$ cat config.mk
export PLATFORM = sky130hd
export DESIGN_NAME = imem_responder
export DESIGN_NICKNAME = d
export VERILOG_FILES = /design/src/rtl/cpu_pkg.sv /design/src/rtl/imem_array.sv /design/src/rtl/imem_responder.sv
export SDC_FILE = /design/constraint.sdc
export NUM_CORES = 1
export LEC_CHECK = 0
export CORE_MARGIN = 5
export CORE_UTILIZATION = 40
export DETAILED_ROUTE_END_ITERATION = 10
export RECOVER_POWER = 100
export SLEW_MARGIN = 5
export SYNTH_ARGS = -nofsm -noshare
export SYNTH_HDL_FRONTEND = slang
export SYNTH_HIERARCHICAL = 1
export SYNTH_SLANG_ARGS = --single-unit
$ cat constraint.sdc
create_clock -name clk -period 3 [get_ports clk]
set_input_delay 0.75 -clock clk [delete_from_list [all_inputs] [get_ports clk]]
set_output_delay 0.75 -clock clk [all_outputs]
set_load 0.005 [all_outputs]
$ cat src/rtl/cpu_pkg.sv
// Shared CPU-side definitions for the instruction-memory responder.
//   ADDR_W_DEF / INSTR_W_DEF : default PC and instruction widths
//   NOP_ENC                  : instruction encoding of a no-op (cleared memory)
//   state_e                  : responder FSM encoding
package cpu_pkg;
  localparam int ADDR_W_DEF  = 4;
  localparam int INSTR_W_DEF = 8;
  localparam int NOP_ENC     = 0;

  typedef enum logic [1:0] {
    IDLE = 2'd0,
    WAIT = 2'd1,
    RESP = 2'd2
  } state_e;
endpackage

$ cat src/rtl/imem_array.sv
// DEPTH x INSTR_W instruction storage.
//   clk, rst_n   : clock, async active-low clear (all words -> NOP)
//   we/waddr/wdata : single write port; caller only writes in-range addresses
//   raddr/rdata  : combinational read; out-of-range addresses read NOP
module imem_array import cpu_pkg::*; #(
  parameter int ADDR_W  = ADDR_W_DEF,
  parameter int INSTR_W = INSTR_W_DEF,
  parameter int DEPTH   = 16
) (
  input  logic               clk,
  input  logic               rst_n,
  input  logic               we,
  input  logic [ADDR_W-1:0]  waddr,
  input  logic [INSTR_W-1:0] wdata,
  input  logic [ADDR_W-1:0]  raddr,
  output logic [INSTR_W-1:0] rdata
);
  logic [DEPTH-1:0][INSTR_W-1:0] mem;

  for (genvar g = 0; g < DEPTH; g++) begin : g_word
    always_ff @(posedge clk or negedge rst_n) begin
      if (!rst_n)                             mem[g] <= INSTR_W'(NOP_ENC);
      else if (we && waddr == ADDR_W'(g))     mem[g] <= wdata;
    end
  end

  // Compare-based mux keeps out-of-range reads at NOP without indexing past DEPTH.
  always_comb begin
    rdata = INSTR_W'(NOP_ENC);
    for (int i = 0; i < DEPTH; i++)
      if (raddr == ADDR_W'(i)) rdata = mem[i];
  end
endmodule

$ cat src/rtl/imem_responder.sv
// Instruction-memory responder: memory side of the CPU fetch interface.
//   clk, reset            : clock, async active-low reset
//   req_valid/ready/addr  : fetch request handshake (PC)
//   rsp_valid/ready       : response handshake; rsp_instr/addr/err held until taken
//   rsp_err               : fetch address >= DEPTH, rsp_instr forced to NOP
//   load_en/addr/data     : program write port, honoured only in IDLE
//   load_drop             : one-cycle pulse, a load was ignored (busy or out of range)
// A fetch accepted at the edge ending cycle N responds in cycle N+1+WAIT_CYCLES.
module imem_responder import cpu_pkg::*; #(
  parameter int ADDR_W      = ADDR_W_DEF,
  parameter int INSTR_W     = INSTR_W_DEF,
  parameter int DEPTH       = 16,
  parameter int WAIT_CYCLES = 1
) (
  input  logic               clk,
  input  logic               reset,
  input  logic               req_valid,
  output logic               req_ready,
  input  logic [ADDR_W-1:0]  req_addr,
  output logic               rsp_valid,
  input  logic               rsp_ready,
  output logic [INSTR_W-1:0] rsp_instr,
  output logic [ADDR_W-1:0]  rsp_addr,
  output logic               rsp_err,
  input  logic               load_en,
  input  logic [ADDR_W-1:0]  load_addr,
  input  logic [INSTR_W-1:0] load_data,
  output logic               load_drop
);
  localparam logic [ADDR_W:0] DEPTH_L = (ADDR_W+1)'(DEPTH);
  localparam logic [3:0]      WC      = 4'(WAIT_CYCLES);

  state_e              state, state_nx;
  logic [3:0]          cnt;
  logic [ADDR_W-1:0]   addr_q, rd_addr;
  logic [INSTR_W-1:0]  rd_data;
  logic                idle, accept, load_ok, rd_ok, wr_en, rsp_load;

  assign idle      = (state == IDLE);
  // Gated by reset so the port reads 0 while reset is held.
  assign req_ready = idle & reset & ~load_en;
  assign accept    = req_valid & req_ready;
  assign load_ok   = {1'b0, load_addr} < DEPTH_L;
  assign wr_en     = idle & load_en & load_ok;
  // With zero wait states the response is captured at the accepting edge,
  // so the read port must see the live request address in IDLE.
  assign rd_addr   = idle ? req_addr : addr_q;
  assign rd_ok     = {1'b0, rd_addr} < DEPTH_L;
  assign rsp_load  = (accept & (WC == 4'd0)) | ((state == WAIT) & (cnt == 4'd1));

  imem_array #(.ADDR_W(ADDR_W), .INSTR_W(INSTR_W), .DEPTH(DEPTH)) u_array (
    .clk   (clk),
    .rst_n (reset),
    .we    (wr_en),
    .waddr (load_addr),
    .wdata (load_data),
    .raddr (rd_addr),
    .rdata (rd_data)
  );

  always_comb begin
    state_nx = state;
    case (state)
      IDLE:    if (accept) state_nx = (WC == 4'd0) ? RESP : WAIT;
      WAIT:    if (cnt == 4'd1) state_nx = RESP;
      RESP:    if (rsp_ready) state_nx = IDLE;
      default: state_nx = IDLE;
    endcase
  end

  always_ff @(posedge clk or negedge reset) begin
    if (!reset) begin
      state     <= IDLE;
      cnt       <= '0;
      addr_q    <= '0;
      rsp_valid <= 1'b0;
      rsp_instr <= '0;
      rsp_addr  <= '0;
      rsp_err   <= 1'b0;
      load_drop <= 1'b0;
    end else begin
      state     <= state_nx;
      load_drop <= load_en & ~(idle & load_ok);
      if (accept) begin
        addr_q <= req_addr;
        cnt    <= WC;
      end else if (state == WAIT) begin
        cnt <= cnt - 4'd1;
      end
      if (rsp_load) begin
        rsp_valid <= 1'b1;
        rsp_addr  <= rd_addr;
        rsp_err   <= ~rd_ok;
        rsp_instr <= rd_ok ? rd_data : INSTR_W'(NOP_ENC);
      end else if (state == RESP && rsp_ready) begin
        rsp_valid <= 1'b0;
      end
    end
  end
endmodule

==> summary.txt, run 1 <==
status - finished, violations left
failing checks - capacitance limit, slew limit
critical path class - in -> out
Hold-fix buffers, CTS - 0
share of power burned in registers - 37.2%
area of the multi-input gates - 3250 um2
Top Usage Layer GRT - met2
crit path DAT - 2.15 ns
Worst slew margin - -39.7%
GR Util met3 - 3.89%
Top FF cell, synth - dfrtp_1
DR pass1 iterations - 5
CORE AREA - 18000 um2
Inst Count DP - 854
layout cell share with drive strength beyond 1 - 35.5%
unrepaired setup endpoints after global routing - no
max-slew violations - 153
Post-CTS Resized - 0
crit-path max FO - 3
Fmax - 345 MHz
Root Buffer - clkbuf_16
WL per Instance - 20.1 um
IO buf count - 35
Seq/Total Area, Yosys - 51.8%
worst min path class - reg -> reg
Synth cell types - 56
Row Count - 49
Inserted Clock Buffers - 17
Logic pwr share - 39.9%
fin cells - 883
Final ANT Viol Nets - 0
Int Pwr - 6.50 mW
Mapped Nets - 598
area grow syn2layout - 18.5%
worst skew pair latency - 0.42 ns
clk buf depth - 2
WP data required - 2.25 ns
EDFF count, synth - 0
GP Congestion - 0.861
Worst setup EP type - output pin
DR DRC count - 0
vias in the first global route - 5135
setup violators final - 0
Hold Fails Final Rpt - 0
I/O pin cnt - 37
WHS - 0.483 ns
Mapped Cells - 575
Startpoint Class - input pin
NumNets Final - 667
period utilization - 96.7%
via count - 4893
leakage - 3.80 nW
full die area - 21200 um2
#FFs+latches synth - 152
H-tree depth - 4
M1 GR Usage - 22.7%
Period minus WS final - 2.90 ns
Clock power frac - 22.9%
Diodes inserted - 0
worst-margin pin slew - 2.10 ns
CTS tree - yes
Initial Utilization - 40.8%
Async SR Flop Fraction - 100%
detailed-route vias per instance - 5.54
routed wire length - 17.7 mm
post-detail-place hpwl - 12.4 mm
Tot GR Track Use - 17.1%
antenna violations before repair - 0
largest net degree at the start of global routing - 153
first-pass GRT wire length - 28.8 mm
Worst IR Drop VDD - 0.000424 V
Reg area - 3800 um2
switching pwr - 3.11 mW
Die Y - 146 um
Worst-path clk slew - 0.05 ns
power per cell area - 1100 nW/um2
global route overflow - 0
fillcell total - 1604
Post-Syn Area - 7350 um2
Final Skew - 0.00830 ns
clk sinks - 152
setup bufs post-CTS - 0
Synth Area per Inst - 12.8 um2
Die X - 146 um
grt met2 use - 27.9%
sw frac - 32.4%
maximum capacitance violations - 1
DRT iter0 DRCs - 322
Ys Warns - 6
setup TNS - 0 ns
[state kept, by name, indices dropped and copies added (netlist names)]
name	cells
u_array/mem	128
rsp_instr	8
addr_q	4
cnt	4
rsp_addr	4
state	2
load_drop	1
rsp_valid	1
[power by group through the flow]
stage,Sequential [mW],Combinational (mW),Clock (mW)
floorplan,3.42,2.67,0
global route,3.70,4.18,2.31
finish,3.58,3.83,2.20
global placement,3.57,3.86,0
detailed placement,3.61,3.94,0
CTS,3.58,3.96,2.24
[synth_stat cells (2+ instances only)]
cell	number	share of area, %
a211oi_1	2	0.20
a21oi_1	20	1.4
a221oi_1	2	0.24
a22oi_1	7	0.72
a31oi_1	4	0.34
buf_2	15	1.0
buf_4	5	0.51
buf_6	5	0.77
clkbuf_1	13	0.66
dfrtp_1	152	52
ha_1	2	0.34
inv_1	11	0.56
mux2_2	144	22
mux2_4	8	1.6
mux2i_1	16	2.2
mux4_1	2	0.72
mux4_2	6	1.8
nand2_1	19	0.97
nand2b_1	11	0.94
nand3_1	5	0.34
nand3b_1	6	0.61
nor2_1	18	0.92
nor2_2	9	0.77
nor2b_1	11	0.94
nor3_1	7	0.48
nor3b_1	2	0.20
o211ai_1	4	0.41
o21a_1	2	0.20
o21ai_0	32	2.2
o22ai_1	4	0.34
o32ai_1	5	0.60
or3_1	2	0.17
[layout by cell type, fill, tap and decap left out, types with 5 or more instances in the layout]
master           netlist  layout
nand2b_1              11      11
clkbuf_16              0      17
mux2i_1               16      16
mux2_2               144     144
nand2_1               19      21
nor2b_1               11      12
inv_1                 11      11
nor3_1                 7       7
clkbuf_1              13      17
o32ai_1                5       5
nor2_1                18      19
nand3b_1               6       6
o21ai_0               32      32
mux4_2                 6       6
nor2_2                 9       8
a22oi_1                7       7
clkdlybuf4s50_1        0      19
dfrtp_1              152     152
dlygate4sd3_1          0      15
a21oi_1               20      20
buf_4                  5      33
nand3_1                5       5
[cell type report]
type                    count  area share, %
repair buffers             88           8.29
inverters                  12          0.517
flip-flops and latches    152           43.7
clock inverters             9           1.74
well taps                 229           3.29
clock buffers              20           5.13
multi-input cells         373           37.3
[path summary, 6_finish.rpt]
path                                   from              end  slack (ns)  cells past startpoint
worst max-delay path                load_en        req_ready         0.1                      3
worst min-delay path            rsp_addr[0]      rsp_addr[0]        0.48                      1
worst max register to register     state[0]     rsp_instr[5]        0.22                     10
worst min register to register  rsp_addr[0]      rsp_addr[0]        0.48                      1
max in group asynchronous             reset  u_array/mem[83]        0.62                      2
min in group asynchronous             reset        load_drop        1.00                      2
[critical path, cell delays in order]
cell,delay (ns)
dlygate4sd3_1,0.62
nor4b_4,0.24
clkdlybuf4s50_1,0.54
[cell families after synthesis]
group / Yosys count / share of synthesized area, %
compound gates: 92 / 7.83
xor+xnor: 2 / 0.238
simple gates: 100 / 7.76
mux: 176 / 28.4
other cells: 1 / 0.0510
flops: 152 / 51.8
fa+ha+maj: 2 / 0.340
buf+inv: 50 / 3.58
[stage by stage]
step | worst slack [ns] | utilization [%] | cell area [um2] | total power, mW
detailed placement | -0.123 | 45.7 | 8230 | 7.55
finish | 0.0997 | 48.3 | 8710 | 9.61
global route | 0.0538 | 48.3 | 8710 | 10.2
floorplan | 0.382 | - | 7350 | 6.09
global placement | -0.0985 | 45.7 | 8230 | 7.43
CTS | 0.197 | 49.0 | 8830 | 9.79
[per-layer routing]
metal  vias up  part of all wire, %
met5         -                    0
met4         0                  1.5
met3        20                  3.7
met2       105                   49
met1      2542                   46
li1       2226                    -
Power figures use the tool's default switching activity.
==> run 2: changes to the inputs <==
--- a/config.mk
+++ b/config.mk
@@ -5,7 +5,7 @@
 export SDC_FILE = /design/constraint.sdc
 export NUM_CORES = 1
 export LEC_CHECK = 0
-export CORE_MARGIN = 5
+export CORE_MARGIN = 2
 export CORE_UTILIZATION = 40
 export DETAILED_ROUTE_END_ITERATION = 10
 export RECOVER_POWER = 100
==> summary.txt, run 2 (synthesis results as in run 1) <==
status - finished, violations left
failing checks - capacitance limit, slew limit
Period minus WS final - 2.89 ns (-0.00984 ns)
max reg flops - 128 (unchanged)
H-tree depth - 4 (unchanged)
period utilization - 96.3% (-0.33 points)
vias in the first global route - 5116 (-0.37%)
Initial Utilization - 40.8% (unchanged)
Startpoint Class - input pin
Tot GR Track Use - 19.3% (+2.2 points)
worst skew pair latency - 0.43 ns (about the same)
Hold Fails Final Rpt - 0 (unchanged)
critical path class - in -> out
DRT iter0 DRCs - 415 (+29%)
WL per Instance - 20.1 um (about the same)
Final Skew - 0.00599 ns (-0.00231 ns)
CP Depth - 3 (unchanged)
crit path DAT - 2.14 ns (about the same)
Slowest-stage cell, CP - dlygate4sd3_1
via count - 4918 (+0.51%)
DR pass1 iterations - 5 (unchanged)
worst-margin pin slew - 2.07 ns (-0.0270 ns)
Regs by FF count - u_array/mem x128, rsp_instr x8
CTS tree - yes
Root Buffer - clkbuf_16
post-detail-place hpwl - 12.3 mm (-0.97%)
family with the most delay on the worst path - buffers and inverters
setup bufs post-CTS - 0 (unchanged)
Post-CTS Resized - 0 (unchanged)
WP data required - 2.25 ns (about the same)
Row Count - 49 (unchanged)
most frequent cells in the layout - 152 x dfrtp_1, 142 x mux2_2, 39 x buf_4, 32 x o21ai_0, 21 x nand2_1
setup violators final - 0 (unchanged)
routed wire length - 17.9 mm (+0.69%)
Worst Hold Path Cells - 1 (unchanged)
unrepaired setup endpoints after global routing - no
maximum capacitance violations - 1 (unchanged)
NumNets Final - 669 (+0.30%)
Worst slew margin - -37.9% (+1.8 points)
post-route design area - 8740 um2 (+0.36%)
Fmax - 346 MHz (+0.34%)
Worst setup EP type - output pin
full die area - 19500 um2 (-8.1%)
CORE AREA - 18000 um2 (unchanged)
DR DRC count - 0 (unchanged)
first-pass GRT wire length - 29.0 mm (+0.58%)
cell chain of the critical path - dlygate4sd3_1, nor4b_4, clkdlybuf4s50_1
max-slew violations - 153 (unchanged)
detailed-route vias per instance - 5.53 (-0.17%)
fillcell total - 1621 (+1.1%)
dpl cell area - 8220 um2 (-0.12%)
area grow syn2layout - 18.9%
I/O pin cnt - 37 (unchanged)
most common cell after layout, fill and taps aside - dfrtp_1
antenna violations before repair - 1 (+1)
global route overflow - 0 (unchanged)
GP Congestion - 0.882 (+2.5%)
clk sinks - 152 (unchanged)
power per cell area - 1110 nW/um2 (+0.43%)
worst min path class - reg -> reg
leakage - 3.81 nW (+0.18%)
layout cell share with drive strength beyond 1 - 36.1% (+0.64 points)
crit-path max FO - 3 (unchanged)
Inserted Clock Buffers - 17 (unchanged)
largest net degree at the start of global routing - 153 (unchanged)
WHS - 0.487 ns (+0.00362 ns)
Worst IR Drop VDD - 0.000458 V (+7.9%)
Buf/Inv on CP - 2 (unchanged)
R2R cell count - 10 (unchanged)
Final ANT Viol Nets - 0 (unchanged)
Top reg by flops - u_array/mem
Die Y - 140 um (-4.1%)
Hold-fix buffers, CTS - 0 (unchanged)
IO buf count - 35 (unchanged)
post-layout util - 48.5% (+0.17 points)
Die X - 140 um (-4.1%)
Worst-path clk slew - 0.06 ns (about the same)
clk buf depth - 2 (unchanged)
max incr delay on CP - 0.61 ns (about the same)
run 2: path summary, 6_finish.rpt:
path                                        end        start  slack [ns]
worst max-delay path                  req_ready      load_en        0.11
worst min-delay path                rsp_addr[1]  rsp_addr[1]        0.49
worst max register to register     rsp_instr[3]     state[1]        0.18
worst min register to register      rsp_addr[1]  rsp_addr[1]        0.49
max in group asynchronous       u_array/mem[64]        reset        0.67
min in group asynchronous             addr_q[3]        reset        1.02
run 2: report_power, final:
group	total [mW]	switching [mW]	internal [mW]	leakage, nW
Clock	2.24	0.844	1.40	0.291
Combinational	3.86	1.79	2.08	1.61
Sequential	3.59	0.554	3.03	1.90
run 2: layout make-up:
| class | instances | area (um2) | area share, % |
|---|---|---|---|
| diodes | 1 | 2.50 | 0.0286 |
| clock buffers | 22 | 484 | 5.54 |
| clock inverters | 10 | 141 | 1.62 |
| inverters | 12 | 45.0 | 0.515 |
| multi-input cells | 373 | 3250 | 37.2 |
| flip-flops and latches | 152 | 3800 | 43.5 |
| well taps | 229 | 287 | 3.28 |
| repair buffers | 90 | 726 | 8.30 |
run 2: metrics by stage:
step / total power, mW / std cells / TNS (ns) / setup WS [ns]
CTS: 9.83 / 888 / 0 / 0.212
global route: 10.3 / 889 / 0 / 0.0415
floorplan: 6.09 / 575 / 0 / 0.382
detailed placement: 7.54 / 856 / -1.08 / -0.195
global placement: 7.40 / 856 / -0.850 / -0.148
finish: 9.69 / 889 / 0 / 0.110
run 2: routing by layer:
| layer | track usage [%] | vias to the layer above | share of wire, % |
|---|---|---|---|
| li1 | - | 2235 | - |
| met1 | 26.5 | 2537 | 46 |
| met2 | 30.0 | 119 | 47 |
| met3 | 3.61 | 27 | 4.3 |
| met4 | 8.63 | 0 | 2.5 |
| met5 | 0 | - | 0 |
==> run 3: changes to the inputs <==
--- a/config.mk
+++ b/config.mk
@@ -6,8 +6,9 @@
 export NUM_CORES = 1
 export LEC_CHECK = 0
 export CORE_MARGIN = 2
-export CORE_UTILIZATION = 40
+export CORE_UTILIZATION = 50
 export DETAILED_ROUTE_END_ITERATION = 10
+export PLACE_DENSITY = 0.68
 export RECOVER_POWER = 100
 export SLEW_MARGIN = 5
 export SYNTH_ARGS = -nofsm -noshare
==> summary.txt, run 3 (synthesis results as in run 1) <==
crit-path max FO - 3 (unchanged)
Inst Count DP - 809 (-5.5%)
R2R Setup Slk - 0.17 ns (about the same)
worst r2r src - state[1]
H-tree depth - 4 (unchanged)
via count - 4919 (+0.020%)
DRT iter0 DRCs - 394 (-5.1%)
layout cell share with drive strength beyond 1 - 35.8% (-0.35 points)
full die area - 15700 um2 (-19%)
status - finished, violations left
max-slew violations - 153 (unchanged)
worst skew pair latency - 0.43 ns (about the same)
Final Skew - 0.00673 ns (+0.000738 ns)
setup violators final - 0 (unchanged)
crit path DAT - 2.17 ns (+0.03 ns)
Fmax - 343 MHz (-0.93%)
worst min path class - reg -> reg
most common cell after layout, fill and taps aside - dfrtp_1
period utilization - 97.3% (+0.90 points)
clk buf depth - 2 (unchanged)
Worst Hold Path Cells - 1 (unchanged)
unrepaired setup endpoints after global routing - no
power per cell area - 1120 nW/um2 (+0.98%)
Period minus WS final - 2.92 ns (+0.0271 ns)
switching pwr - 3.16 mW (-0.71%)
CORE AREA - 14400 um2 (-20%)
Hold Fails Final Rpt - 0 (unchanged)
fin cells - 841 (-5.4%)
Diodes inserted - 0 (-1)
Top reg by flops - u_array/mem
WL per Instance - 20.8 um (+3.6%)
share of power burned in registers - 36.8% (-0.2 points)
r2r endpoint - rsp_instr[2]
Tot GR Track Use - 23.6% (+4.3 points)
area grow syn2layout - 18.2%
Die X - 125 um (-10%)
WHS Endpoint - rsp_addr[3]
clk sinks - 152 (unchanged)
Die Y - 125 um (-10%)
Int Pwr - 6.56 mW (+0.86%)
failing checks - capacitance limit, slew limit
setup bufs post-CTS - 0 (unchanged)
WP data required - 2.25 ns (about the same)
Startpoint Class - input pin
routed wire length - 17.5 mm (-2.0%)
Row Count - 44 (-10%)
hold wc startpoint - rsp_addr[3]
IO buf count - 35 (unchanged)
max incr delay on CP - 0.61 ns (about the same)
Worst-path clk slew - 0.06 ns (about the same)
sw frac - 32.5% (-0.35 points)
vias in the first global route - 5136 (+0.39%)
DR DRC count - 0 (unchanged)
first-pass GRT wire length - 28.4 mm (-1.9%)
Logic pwr share - 40.0% (about the same)
fillcell total - 1200 (-26%)
Worst IR Drop VDD - 0.000659 V (+44%)
critical path class - in -> out
post-detail-place hpwl - 12.0 mm (-2.3%)
antenna violations before repair - 0 (-1)
R2R cell count - 10 (unchanged)
Initial Utilization - 50.9% (+10 points)
GP Congestion - 0.884 (+0.16%)
Worst slew margin - -36.4% (+1.5 points)
max reg flops - 128 (unchanged)
maximum capacitance violations - 1 (unchanged)
leakage - 3.82 nW (+0.29%)
most frequent cells in the layout - 152 x dfrtp_1, 144 x mux2_2, 32 x o21ai_0, 32 x buf_4
Root Buffer - clkbuf_16
I/O pin cnt - 37 (unchanged)
cell chain of the critical path - dlygate4sd3_1, nor4b_4, clkdlybuf4s50_1
Inserted Clock Buffers - 17 (unchanged)
worst-margin pin slew - 2.05 ns (-0.0227 ns)
Final ANT Viol Nets - 0 (unchanged)
Hold-fix buffers, CTS - 0 (unchanged)
Post-CTS Resized - 0 (unchanged)
largest net degree at the start of global routing - 153 (unchanged)
CTS tree - yes
detailed-route vias per instance - 5.85 (+5.7%)
setup TNS - 0 ns (unchanged)
Worst setup EP type - output pin
Slowest-stage cell, CP - dlygate4sd3_1
NumNets Final - 667 (-0.30%)
Regs by FF count - u_array/mem x128, rsp_instr x8
DR pass1 iterations - 5 (unchanged)
global route overflow - 0 (unchanged)
Clock power frac - 23.2% (about the same)
run 3: cell types whose count changed in the layout (fill, tap and decap cells not counted), moves of 2 or more:
cell and change:
buf_4 -7, clkbuf_1 +6, clkinvlp_4 -3, mux2_1 -3, mux2_2 +2
run 3: worst max path at each step:
| stage | to | start | cells past startpoint |
|---|---|---|---|
| finish | req_ready | load_en | 3 |
| global route | rsp_instr[1] | state[1] | 8 |
| CTS | req_ready | load_en | 3 |
| detailed placement | rsp_instr[0] | req_addr[0] | 10 |
| global placement | rsp_instr[1] | req_addr[2] | 8 |
| floorplan | rsp_instr[4] | state[0] | 8 |
run 3: per-layer routing:
layer | vias up | share of wire, % | GRT usage, %
li1 | 2229 | - | -
met1 | 2520 | 44 | 31.6
met2 | 141 | 48 | 38.2
met3 | 29 | 5.1 | 5.43
met4 | 0 | 2.2 | 7.84
met5 | - | 0 | 0
run 3: area by class of cell:
| type | instances | area [um2] | area share (%) |
|---|---|---|---|
| timing repair buffer | 88 | 713 | 8.21 |
| sequential | 152 | 3800 | 43.8 |
| clock inverter | 7 | 140 | 1.61 |
| clock buffer | 25 | 485 | 5.59 |
| tap | 184 | 230 | 2.65 |
| inverter | 12 | 45.0 | 0.519 |
| multi-input combinational | 373 | 3270 | 37.6 |
run 3: metrics by stage:
step           setup slack, ns  cell area (um2)  total power, mW  utilization [%]  hold slack, ns
2_1_floorplan            0.382             7350             6.09                -           0.454
3_3_place_gp           -0.0612             8160             7.38             56.6           0.480
3_5_place_dp            -0.109             8160             7.53             56.6           0.490
4_1_cts                  0.151             8790             9.84             60.9           0.494
5_1_grt                0.00185             8680             10.3             60.2           0.516
6_report                0.0824             8680             9.72             60.2           0.497
run 3: critical path: cells and delay by family:
family,cells,cell delay (ns)
buffers and inverters,2,1.15
AND/OR/NAND/NOR,1,0.26
run 3: power by group through the flow:
stage	logic [mW]	registers [mW]	clock network [mW]
global placement	3.84	3.54	0
global route	4.19	3.70	2.37
detailed placement	3.93	3.60	0
finish	3.89	3.57	2.26
floorplan	2.67	3.42	0
CTS	3.97	3.57	2.30
